--- config.mk ---
export PLATFORM = sky130hd
export DESIGN_NAME = ps2_key_event_ctrl_flat
export DESIGN_NICKNAME = d
export VERILOG_FILES = /design/src/rtl/ps2_key_event_ctrl_if.sv /design/src/rtl/ps2_key_event_ctrl.sv /design/src/flat_wrapper.sv
export SDC_FILE = /design/constraint.sdc
export NUM_CORES = 1
export LEC_CHECK = 0
export ABC_AREA = 1
export CAP_MARGIN = 10
export CELL_PAD_IN_SITES_DETAIL_PLACEMENT = 1
export CELL_PAD_IN_SITES_GLOBAL_PLACEMENT = 2
export CORE_UTILIZATION = 39
export DETAILED_ROUTE_END_ITERATION = 8
export PLACE_DENSITY = 0.83
export RECOVER_POWER = 50
export SYNTH_ARGS = -nofsm -noshare
export SYNTH_HDL_FRONTEND = slang
export SYNTH_SLANG_ARGS = --single-unit
--- constraint.sdc ---
create_clock -name clk -period 4.1 [get_ports clk]
set_input_delay 0.82 -clock clk [delete_from_list [all_inputs] [get_ports clk]]
set_output_delay 0.82 -clock clk [all_outputs]
set_load 0.03 [all_outputs]
--- src/rtl/ps2_key_event_ctrl_if.sv ---
// Bus between the PS/2 byte receiver, the key event controller and the event consumer.
// rx side: a byte is taken on the first cycle rx_ready is high; evt side: the head event is popped on any edge where evt_valid && evt_ack.
interface ps2_key_event_ctrl_if;
    logic       rx_ready;
    logic [7:0] rx_data;
    logic       evt_valid;
    logic       evt_ack;
    logic [7:0] evt_code;
    logic       evt_ext;
    logic       evt_break;
    logic       fifo_full;
    logic       overflow;
    logic       clr_overflow;

    modport slave (
        input  rx_ready, rx_data, evt_ack, clr_overflow,
        output evt_valid, evt_code, evt_ext, evt_break, fifo_full, overflow
    );

    modport master (
        output rx_ready, rx_data, evt_ack, clr_overflow,
        input  evt_valid, evt_code, evt_ext, evt_break, fifo_full, overflow
    );
endinterface

--- src/rtl/ps2_key_event_ctrl.sv ---
// Turns PS/2 scan bytes into {ext, break, code} key events queued in a show-ahead FIFO.
// Optional typematic repeat suppression: define PS2_TYPEMATIC_FILTER_EN.
module ps2_key_event_ctrl #(
    parameter int FIFO_DEPTH = 4,
    parameter int AW         = 2
) (
    input  logic                  clk,
    input  logic                  reset,
    ps2_key_event_ctrl_if.slave   bus,
    output logic [1:0]            dbg_state
);
    localparam logic [1:0] ST_IDLE = 2'd0;
    localparam logic [1:0] ST_EXT  = 2'd1;
    localparam logic [1:0] ST_BRK  = 2'd2;
    localparam logic [AW:0] DEPTH_C = (AW+1)'(FIFO_DEPTH);

    logic       rx_ready_q;
    logic       byte_stb;
    logic [1:0] state, state_n;
    logic       ext_f, ext_n;
    logic       is_proto;
    logic       dec_push;
    logic       dec_brk;
    logic       suppress;
    logic [9:0] dec_evt;

    assign byte_stb = bus.rx_ready & ~rx_ready_q;
    assign dec_brk  = (state == ST_BRK);
    assign dec_evt  = {ext_f, dec_brk, bus.rx_data};
    assign dbg_state = state;

    always_comb begin
        is_proto = 1'b0;
        case (bus.rx_data)
            8'h00, 8'hAA, 8'hEE, 8'hFA, 8'hFC, 8'hFD, 8'hFE, 8'hFF: is_proto = 1'b1;
            default: is_proto = 1'b0;
        endcase
    end

    always_comb begin
        state_n  = state;
        ext_n    = ext_f;
        dec_push = 1'b0;
        if (byte_stb) begin
            if (bus.rx_data == 8'hE0) begin
                ext_n = 1'b1;
                if (state == ST_IDLE) state_n = ST_EXT;
            end else if (bus.rx_data == 8'hF0) begin
                state_n = ST_BRK;
            end else if (!is_proto) begin
                dec_push = 1'b1;
                ext_n    = 1'b0;
                state_n  = ST_IDLE;
            end
        end
    end

    always_ff @(posedge clk or posedge reset) begin
        if (reset) begin
            rx_ready_q <= 1'b0;
            state      <= ST_IDLE;
            ext_f      <= 1'b0;
        end else begin
            rx_ready_q <= bus.rx_ready;
            state      <= state_n;
            ext_f      <= ext_n;
        end
    end

`ifdef PS2_TYPEMATIC_FILTER_EN
    logic       last_valid;
    logic       last_ext;
    logic [7:0] last_code;
    logic       last_match;

    assign last_match = last_valid && (last_ext == ext_f) && (last_code == bus.rx_data);
    assign suppress   = dec_push && !dec_brk && last_match;

    // A held key repeats its make code; only the first make of a press is queued.
    always_ff @(posedge clk or posedge reset) begin
        if (reset) begin
            last_valid <= 1'b0;
            last_ext   <= 1'b0;
            last_code  <= 8'h00;
        end else if (dec_push && !suppress) begin
            if (!dec_brk) begin
                last_valid <= 1'b1;
                last_ext   <= ext_f;
                last_code  <= bus.rx_data;
            end else if (last_match) begin
                last_valid <= 1'b0;
            end
        end
    end
`else
    assign suppress = 1'b0;
`endif

    // One register stage between decode and the FIFO keeps rx_* off every output path.
    logic       push_q;
    logic [9:0] push_evt_q;

    always_ff @(posedge clk or posedge reset) begin
        if (reset) begin
            push_q     <= 1'b0;
            push_evt_q <= 10'h000;
        end else begin
            push_q     <= dec_push && !suppress;
            push_evt_q <= dec_evt;
        end
    end

    logic [9:0]  mem [FIFO_DEPTH];
    logic [AW-1:0] wr_ptr, rd_ptr, rd_n;
    logic [AW:0]   count, count_n;
    logic          valid_r, full_r, ovf_r;
    logic [9:0]    head_r, head_n;
    logic          pop, wr_en, drop;

    assign pop   = valid_r & bus.evt_ack;
    assign wr_en = push_q & (~full_r | pop);
    assign drop  = push_q & full_r & ~pop;
    assign rd_n  = pop ? rd_ptr + AW'(1) : rd_ptr;

    always_comb begin
        count_n = count;
        if (wr_en && !pop)      count_n = count + (AW+1)'(1);
        else if (!wr_en && pop) count_n = count - (AW+1)'(1);
    end

    // When the queue drains to the slot being written, the new event becomes the head directly.
    assign head_n = (wr_en && (wr_ptr == rd_n)) ? push_evt_q : mem[rd_n];

    always_ff @(posedge clk) begin
        if (wr_en) mem[wr_ptr] <= push_evt_q;
    end

    always_ff @(posedge clk or posedge reset) begin
        if (reset) begin
            wr_ptr  <= '0;
            rd_ptr  <= '0;
            count   <= '0;
            valid_r <= 1'b0;
            full_r  <= 1'b0;
            ovf_r   <= 1'b0;
            head_r  <= 10'h000;
        end else begin
            if (wr_en) wr_ptr <= wr_ptr + AW'(1);
            rd_ptr  <= rd_n;
            count   <= count_n;
            valid_r <= (count_n != '0);
            full_r  <= (count_n == DEPTH_C);
            if (count_n != '0) head_r <= head_n;
            if (drop)                  ovf_r <= 1'b1;
            else if (bus.clr_overflow) ovf_r <= 1'b0;
        end
    end

    assign bus.evt_valid = valid_r;
    assign bus.evt_ext   = head_r[9];
    assign bus.evt_break = head_r[8];
    assign bus.evt_code  = head_r[7:0];
    assign bus.fifo_full = full_r;
    assign bus.overflow  = ovf_r;
endmodule

--- src/flat_wrapper.sv ---
// flat-port wrapper written by rule: the top's interface ports become plain ports
module ps2_key_event_ctrl_flat 
#(
    parameter int FIFO_DEPTH = 4,
    parameter int AW         = 2
)
  (clk, reset, dbg_state, bus_rx_ready, bus_rx_data, bus_evt_ack, bus_clr_overflow, bus_evt_valid, bus_evt_code, bus_evt_ext, bus_evt_break, bus_fifo_full, bus_overflow);
  ps2_key_event_ctrl_if bus_i ();
  input  logic clk;
  input  logic reset;
  output logic [1:0] dbg_state;
  input wire logic [$bits(bus_i.rx_ready)-1:0] bus_rx_ready;
  input wire logic [$bits(bus_i.rx_data)-1:0] bus_rx_data;
  input wire logic [$bits(bus_i.evt_ack)-1:0] bus_evt_ack;
  input wire logic [$bits(bus_i.clr_overflow)-1:0] bus_clr_overflow;
  output wire logic [$bits(bus_i.evt_valid)-1:0] bus_evt_valid;
  output wire logic [$bits(bus_i.evt_code)-1:0] bus_evt_code;
  output wire logic [$bits(bus_i.evt_ext)-1:0] bus_evt_ext;
  output wire logic [$bits(bus_i.evt_break)-1:0] bus_evt_break;
  output wire logic [$bits(bus_i.fifo_full)-1:0] bus_fifo_full;
  output wire logic [$bits(bus_i.overflow)-1:0] bus_overflow;
  assign bus_i.rx_ready = bus_rx_ready;
  assign bus_i.rx_data = bus_rx_data;
  assign bus_i.evt_ack = bus_evt_ack;
  assign bus_i.clr_overflow = bus_clr_overflow;
  assign bus_evt_valid = bus_i.evt_valid;
  assign bus_evt_code = bus_i.evt_code;
  assign bus_evt_ext = bus_i.evt_ext;
  assign bus_evt_break = bus_i.evt_break;
  assign bus_fifo_full = bus_i.fifo_full;
  assign bus_overflow = bus_i.overflow;
  ps2_key_event_ctrl #(.FIFO_DEPTH(FIFO_DEPTH), .AW(AW)) u_core (.clk(clk), .reset(reset), .bus(bus_i), .dbg_state(dbg_state));
endmodule
After elaboration in Yosys (flattened, before gate mapping) --
Memories as Yosys holds them, arrays and structs flattened. A register that Yosys moved wholly into a read port is not among the register bits. Cells that the tools add are included.
Storage, ports and cells: flip-flop bits (word level) 25, memory bits (writable) 40, input port bits 13, output and inout port bits 15, logic and storage cells 70, memories 1
Memories:
- u_core.mem | depth 4, bits a word 10, rd ports 1, clocked after memory_dff 1, write ports 1, line ps2_key_event_ctrl.sv:113 | logic [9:0] mem [FIFO_DEPTH];
Operators by class: $add $sub $neg 4, equal/unequal tests 15, mux-type cells 19, bitwise operators 9, reductions and logical operators 11
Operator list (number):
- $eq A8 B8 Y1 const B | 9
- $mux W1 | 12
- $mux W2 | 5
- $logic_not A8 Y1 | 1
- $reduce_or A8 Y1 | 1
- $mux W3 | 2
- $reduce_and A3 Y1 | 2
- $and A1 B1 Y1 | 5
- $add A2 B1 Y2 const B | 2
- $ne A2 B2 Y1 const B | 2
- $add A3 B1 Y3 const B | 1
- $eq A3 B3 Y1 const B | 1
- $ne A3 B3 Y1 const B | 1
- $not A1 Y1 | 3
- $reduce_bool A3 Y1 | 1
- $sub A3 B1 Y3 const B | 1
- $eq A2 B2 Y1 const B | 1
- $logic_and A1 B1 Y1 | 2
- $logic_not A1 Y1 | 2
- $logic_not A2 Y1 | 1
- $ne A2 B1 Y1 const B | 1
- $reduce_bool A2 Y1 | 1
- $or A1 B1 Y1 | 1

Logic depth before layout (Yosys ltp) --
depth after elaboration 8, gate-level depth with buffers 11, mapped depth without buffers 11

Least setup slack after synthesis --
No wires, ideal clock.
path type input -> register, start point in bus_evt_ack, end point mem u_core.mem[0][0] (enable), setup time 376 ps, arrival 1652 ps, required time 3724 ps, path slack 2071 ps, cell stages on the path 4, buffers on the path 0, path through nand2_2 a21oi_4 inv_1 nor2_1
On the way: longest elaborated chain between the ends 5
Ends and longest elaborated chain:
- from (decl) | line flat_wrapper.sv:14 | input wire logic [$bits(bus_i.evt_ack)-1:0] bus_evt_ack;
- $and A1 B1 Y1 | line ps2_key_event_ctrl.sv:120 | assign pop = valid_r & bus.evt_ack;
- $or A1 B1 Y1 | line ps2_key_event_ctrl.sv:121 | assign wr_en = push_q & (~full_r | pop);
- $and A1 B1 Y1 | line ps2_key_event_ctrl.sv:121
- $mux W1 | line ps2_key_event_ctrl.sv:135 | if (wr_en) mem[wr_ptr] <= push_evt_q;
- $mux W1 (implied by the code) | line ps2_key_event_ctrl.sv:135
- to (decl) | line ps2_key_event_ctrl.sv:113
No other way between the ends.

Final worst setup path --
start point in bus_evt_ack, end point reg u_core.head_r[9] (read register of u_core.mem)
On the way: longest elaborated chain between the ends 8, elaborated cells on any way between the ends 11, those cells by class mux: 3; bitwise: 3; reduce/logical: 5
Ends and longest elaborated chain:
- $and A1 B1 Y1 (*) | line ps2_key_event_ctrl.sv:120
- $or A1 B1 Y1 | line ps2_key_event_ctrl.sv:121
- $and A1 B1 Y1 | line ps2_key_event_ctrl.sv:121
- $logic_not A1 Y1 | line ps2_key_event_ctrl.sv:128 | else if (!wr_en && pop) count_n = count - (AW+1)'(1);
- $logic_and A1 B1 Y1 | line ps2_key_event_ctrl.sv:128
- $mux W3 | line ps2_key_event_ctrl.sv:128
- $mux W3 | line ps2_key_event_ctrl.sv:127 | if (wr_en && !pop) count_n = count + (AW+1)'(1);
- $reduce_bool A3 Y1 | line ps2_key_event_ctrl.sv:153 | if (count_n != '0) head_r <= head_n;
- to (decl) | line ps2_key_event_ctrl.sv:117 | logic [9:0] head_r, head_n;
Mark *: on every way between the ends. The rest lies on a longest branch, timed or not. A chain may end at the register's enable or synchronous reset.

==> results.ini <==
[sta]
finalSetupTns_ps = 0
finClkSkew_ps = 11.2
max_slew.worst_pin.slew_ps = 946
fmax_ghz = 0.356
post-route-period-util_pct = 68.5
relSlewSlack_pct = 36.9
drv_slew = 0
fin_ws_ps = 1290
final.min_clock_period_ps = 2810
setup_viol = 0
rsz0062_at_grt = false
hold_viol_final = 0

[drt]
vias = 2479
drt-wirelength-per-cell_um = 16.0
post-route-drc-count = 0
first_pass_iters = 4
ant_nets = 0
routed_wl_um = 7770
routed_via_density = 5.09
drt_iter0_drc = 94

[clock_network]
clk_pin_slew_ps = 70
clk_latency_ps = 350
root_buffer = clkbuf_8
htreeDepth = 3
hold_buffers = 0
cts.repair.resized = 0
numCtsBuffers = 9
post_cts_buffers = 0
cts_tree = done
clockBufferDepth = 2
numClockSinks = 75

[setup_path]
cpPeakStageDelay_ps = 620
cp.buffers_inverters = 2
cp.depth = 9
path_max_fanout = 12
crit_chain = dlygate4sd3_1, nand2_1, a21oi_1, nand3_1, nand2_1, nand2_1, inv_2, nand2_1, nand2_1
arrival_ps = 3090
worst_path_most_repeated_cell = nand2_1
worstPathRequired_ps = 4380
path_delay_family = buffers and inverters
rr_endpoint = u_core.head_r[9]$_DFFE_PP0P_
startpoint_type = primary input
reg2regPathDepth = 8
crit_type = in2reg
regToRegSetupSlack_ps = 1930
end_kind = register
slowest_stage = dlygate4sd3_1
worstReg2RegStart = u_core.bus.evt_valid$_DFF_PP0_

[yosys]
synth_top_cell_area_share_pct = 36.5
synthFlopType = edfxtp_1
synth-edff-count = 40
synth-seq-cells = 75
syn_nets = 360
synth.area.top_cells = edfxtp_1 36%, dfrtp_1 27%, nand3_1 11%
synth_area_um2 = 3290
synth.distinct_cells = 23
yosysSeqAreaShare_pct = 63.0
syn_avg_cell_area_um2 = 9.66
synth_cells = 341
yosysWarnings = 0
async_flop_share_pct = 46.7
synth_area_leader_cell = edfxtp_1

[final_layout]
multi_input_area_um2 = 983
register_area_um2 = 2080
num-fill-cells = 955
antenna_cells = 0
syn_to_final_growth_pct = 18.8
layout-drive-gt1-share_pct = 7.07
nNetsFinal = 396

[die]
die_w_um = 93.9
die_h_um = 93.9
coreArea_um2 = 8180
floorplan.initialDensity_pct = 40.3
placementRows = 33
die_area_um2 = 8820
ioPinCount = 28

[global_route]
grt_overflow = 0
grt_pass1_vias = 2550
grt_max_degree = 20
antenna_found_initial = 0
grt_pass1_wl_um = 13100
grt_usage_pct = 20.2

[hold_path]
min_path_type = reg2reg
hold_depth = 0
worstHoldStart = u_core.ext_f$_DFFE_PP0P_
min_to = u_core.push_evt_q[9]$_DFF_PP0_

[place]
port_buffers = 27
post-place-ws_ps = 1070
dp.final_hpwl_um = 5500
place_congestion = 0.715

[power_and_ir_drop]
ir_worst_vdd_mv = 0.248
powerDensity_nw_per_um2 = 703
p_leak_nw = 1.77
finalPower_mw = 2.75

[run]
maxCapViolations = 0

[status]
status = complete, no violations

[final cells by class]
cell class,count,area share [%]
clock inverters,6,2.27
repair buffers,36,8.54
clock buffers,10,3.52
inverters,43,4.12
well taps,105,3.36
flip-flops and latches,75,53.1
multi-input cells,212,25.1
[layer usage]
layer  wire (um)  track usage (%)  share of wire, %
met1        3820             28.3                49
met2        3650             31.6                47
met3         168             2.91               2.2
met4         139             7.69               1.8
met5           0                0                 0
[worst reg2reg max path: cells and delay by family, from the launching register on]
family	cells	cell delay (ps)
simple gates	6	890
flops	1	460
buf+inv	1	280
compound gates	1	470
[synth_stat cells, types with 2 or more instances]
cell	count
buf_2	7
clkbuf_1	3
dfrtp_1	35
edfxtp_1	40
ha_1	6
inv_1	40
inv_2	3
nand2_1	96
nand3_1	75
nand4_1	2
nor2_1	17
nor3_1	2
o21ai_0	4
xor2_1	2
[placed cells by master, fill, tap and decap left out, drive strengths merged, types with 2 or more instances in the layout]
| cell type | count |
|---|---|
| clkdlybuf4s50 | 16 |
| ha | 6 |
| buf | 8 |
| a21oi | 2 |
| dlygate4sd3 | 11 |
| clkbuf | 11 |
| nand4 | 2 |
| clkinv | 2 |
| bufinv | 2 |
| o21ai | 4 |
| edfxtp | 40 |
| nor3 | 2 |
| nand2 | 97 |
| dfrtp | 35 |
| xor2 | 2 |
| inv | 43 |
| nand3 | 76 |
| clkinvlp | 2 |
| nor2 | 17 |
[cells by family after synthesis]
family | after synthesis | synth area share (%)
buffers and inverters | 54 | 6.53
XOR/XNOR | 3 | 0.798
adder cells (fa/ha/maj) | 6 | 2.28
flip-flops | 75 | 63.0
AND/OR/NAND/NOR | 196 | 25.9
AO/OA/AOI/OAI | 7 | 1.48
[power by group]
part / internal [mW] / switching [mW] / leakage (nW) / total, mW
combinational: 0.362 / 0.713 / 0.867 / 1.07
clock: 0.359 / 0.281 / 0.108 / 0.640
sequential: 0.944 / 0.0934 / 0.792 / 1.04
[registers in the layout (all words and copies together) (netlist names), 2 cells and up]
name and cells:
u_core.mem 40, u_core.head_r 10, u_core.push_evt_q 10, u_core.count 3, u_core.dbg_state 2, u_core.rd_ptr 2
u_core.wr_ptr 2
[how the worst max path moves through the flow]
stage	from	end
after global routing	bus_evt_ack	u_core.head_r[9]$_DFFE_PP0P_
after global placement	bus_evt_ack	u_core.head_r[6]$_DFFE_PP0P_
after floorplan	bus_evt_ack	u_core.mem[0][0]$_DFFE_PP_
after CTS	bus_evt_ack	u_core.head_r[9]$_DFFE_PP0P_
after detailed placement	bus_evt_ack	u_core.head_r[6]$_DFFE_PP0P_
final	bus_evt_ack	u_core.head_r[9]$_DFFE_PP0P_
[stage by stage]
stage / hold WS (ps) / instances / utilization [%] / area [um2]
floorplan: 354 / 341 / - / 3290
global placement: 358 / 471 / 45.4 / 3710
detailed placement: 378 / 471 / 45.4 / 3710
CTS: 395 / 487 / 48.1 / 3940
global route: 412 / 487 / 47.9 / 3910
finish: 390 / 487 / 47.9 / 3910
Note: power is estimated with default switching activity, not from simulation.
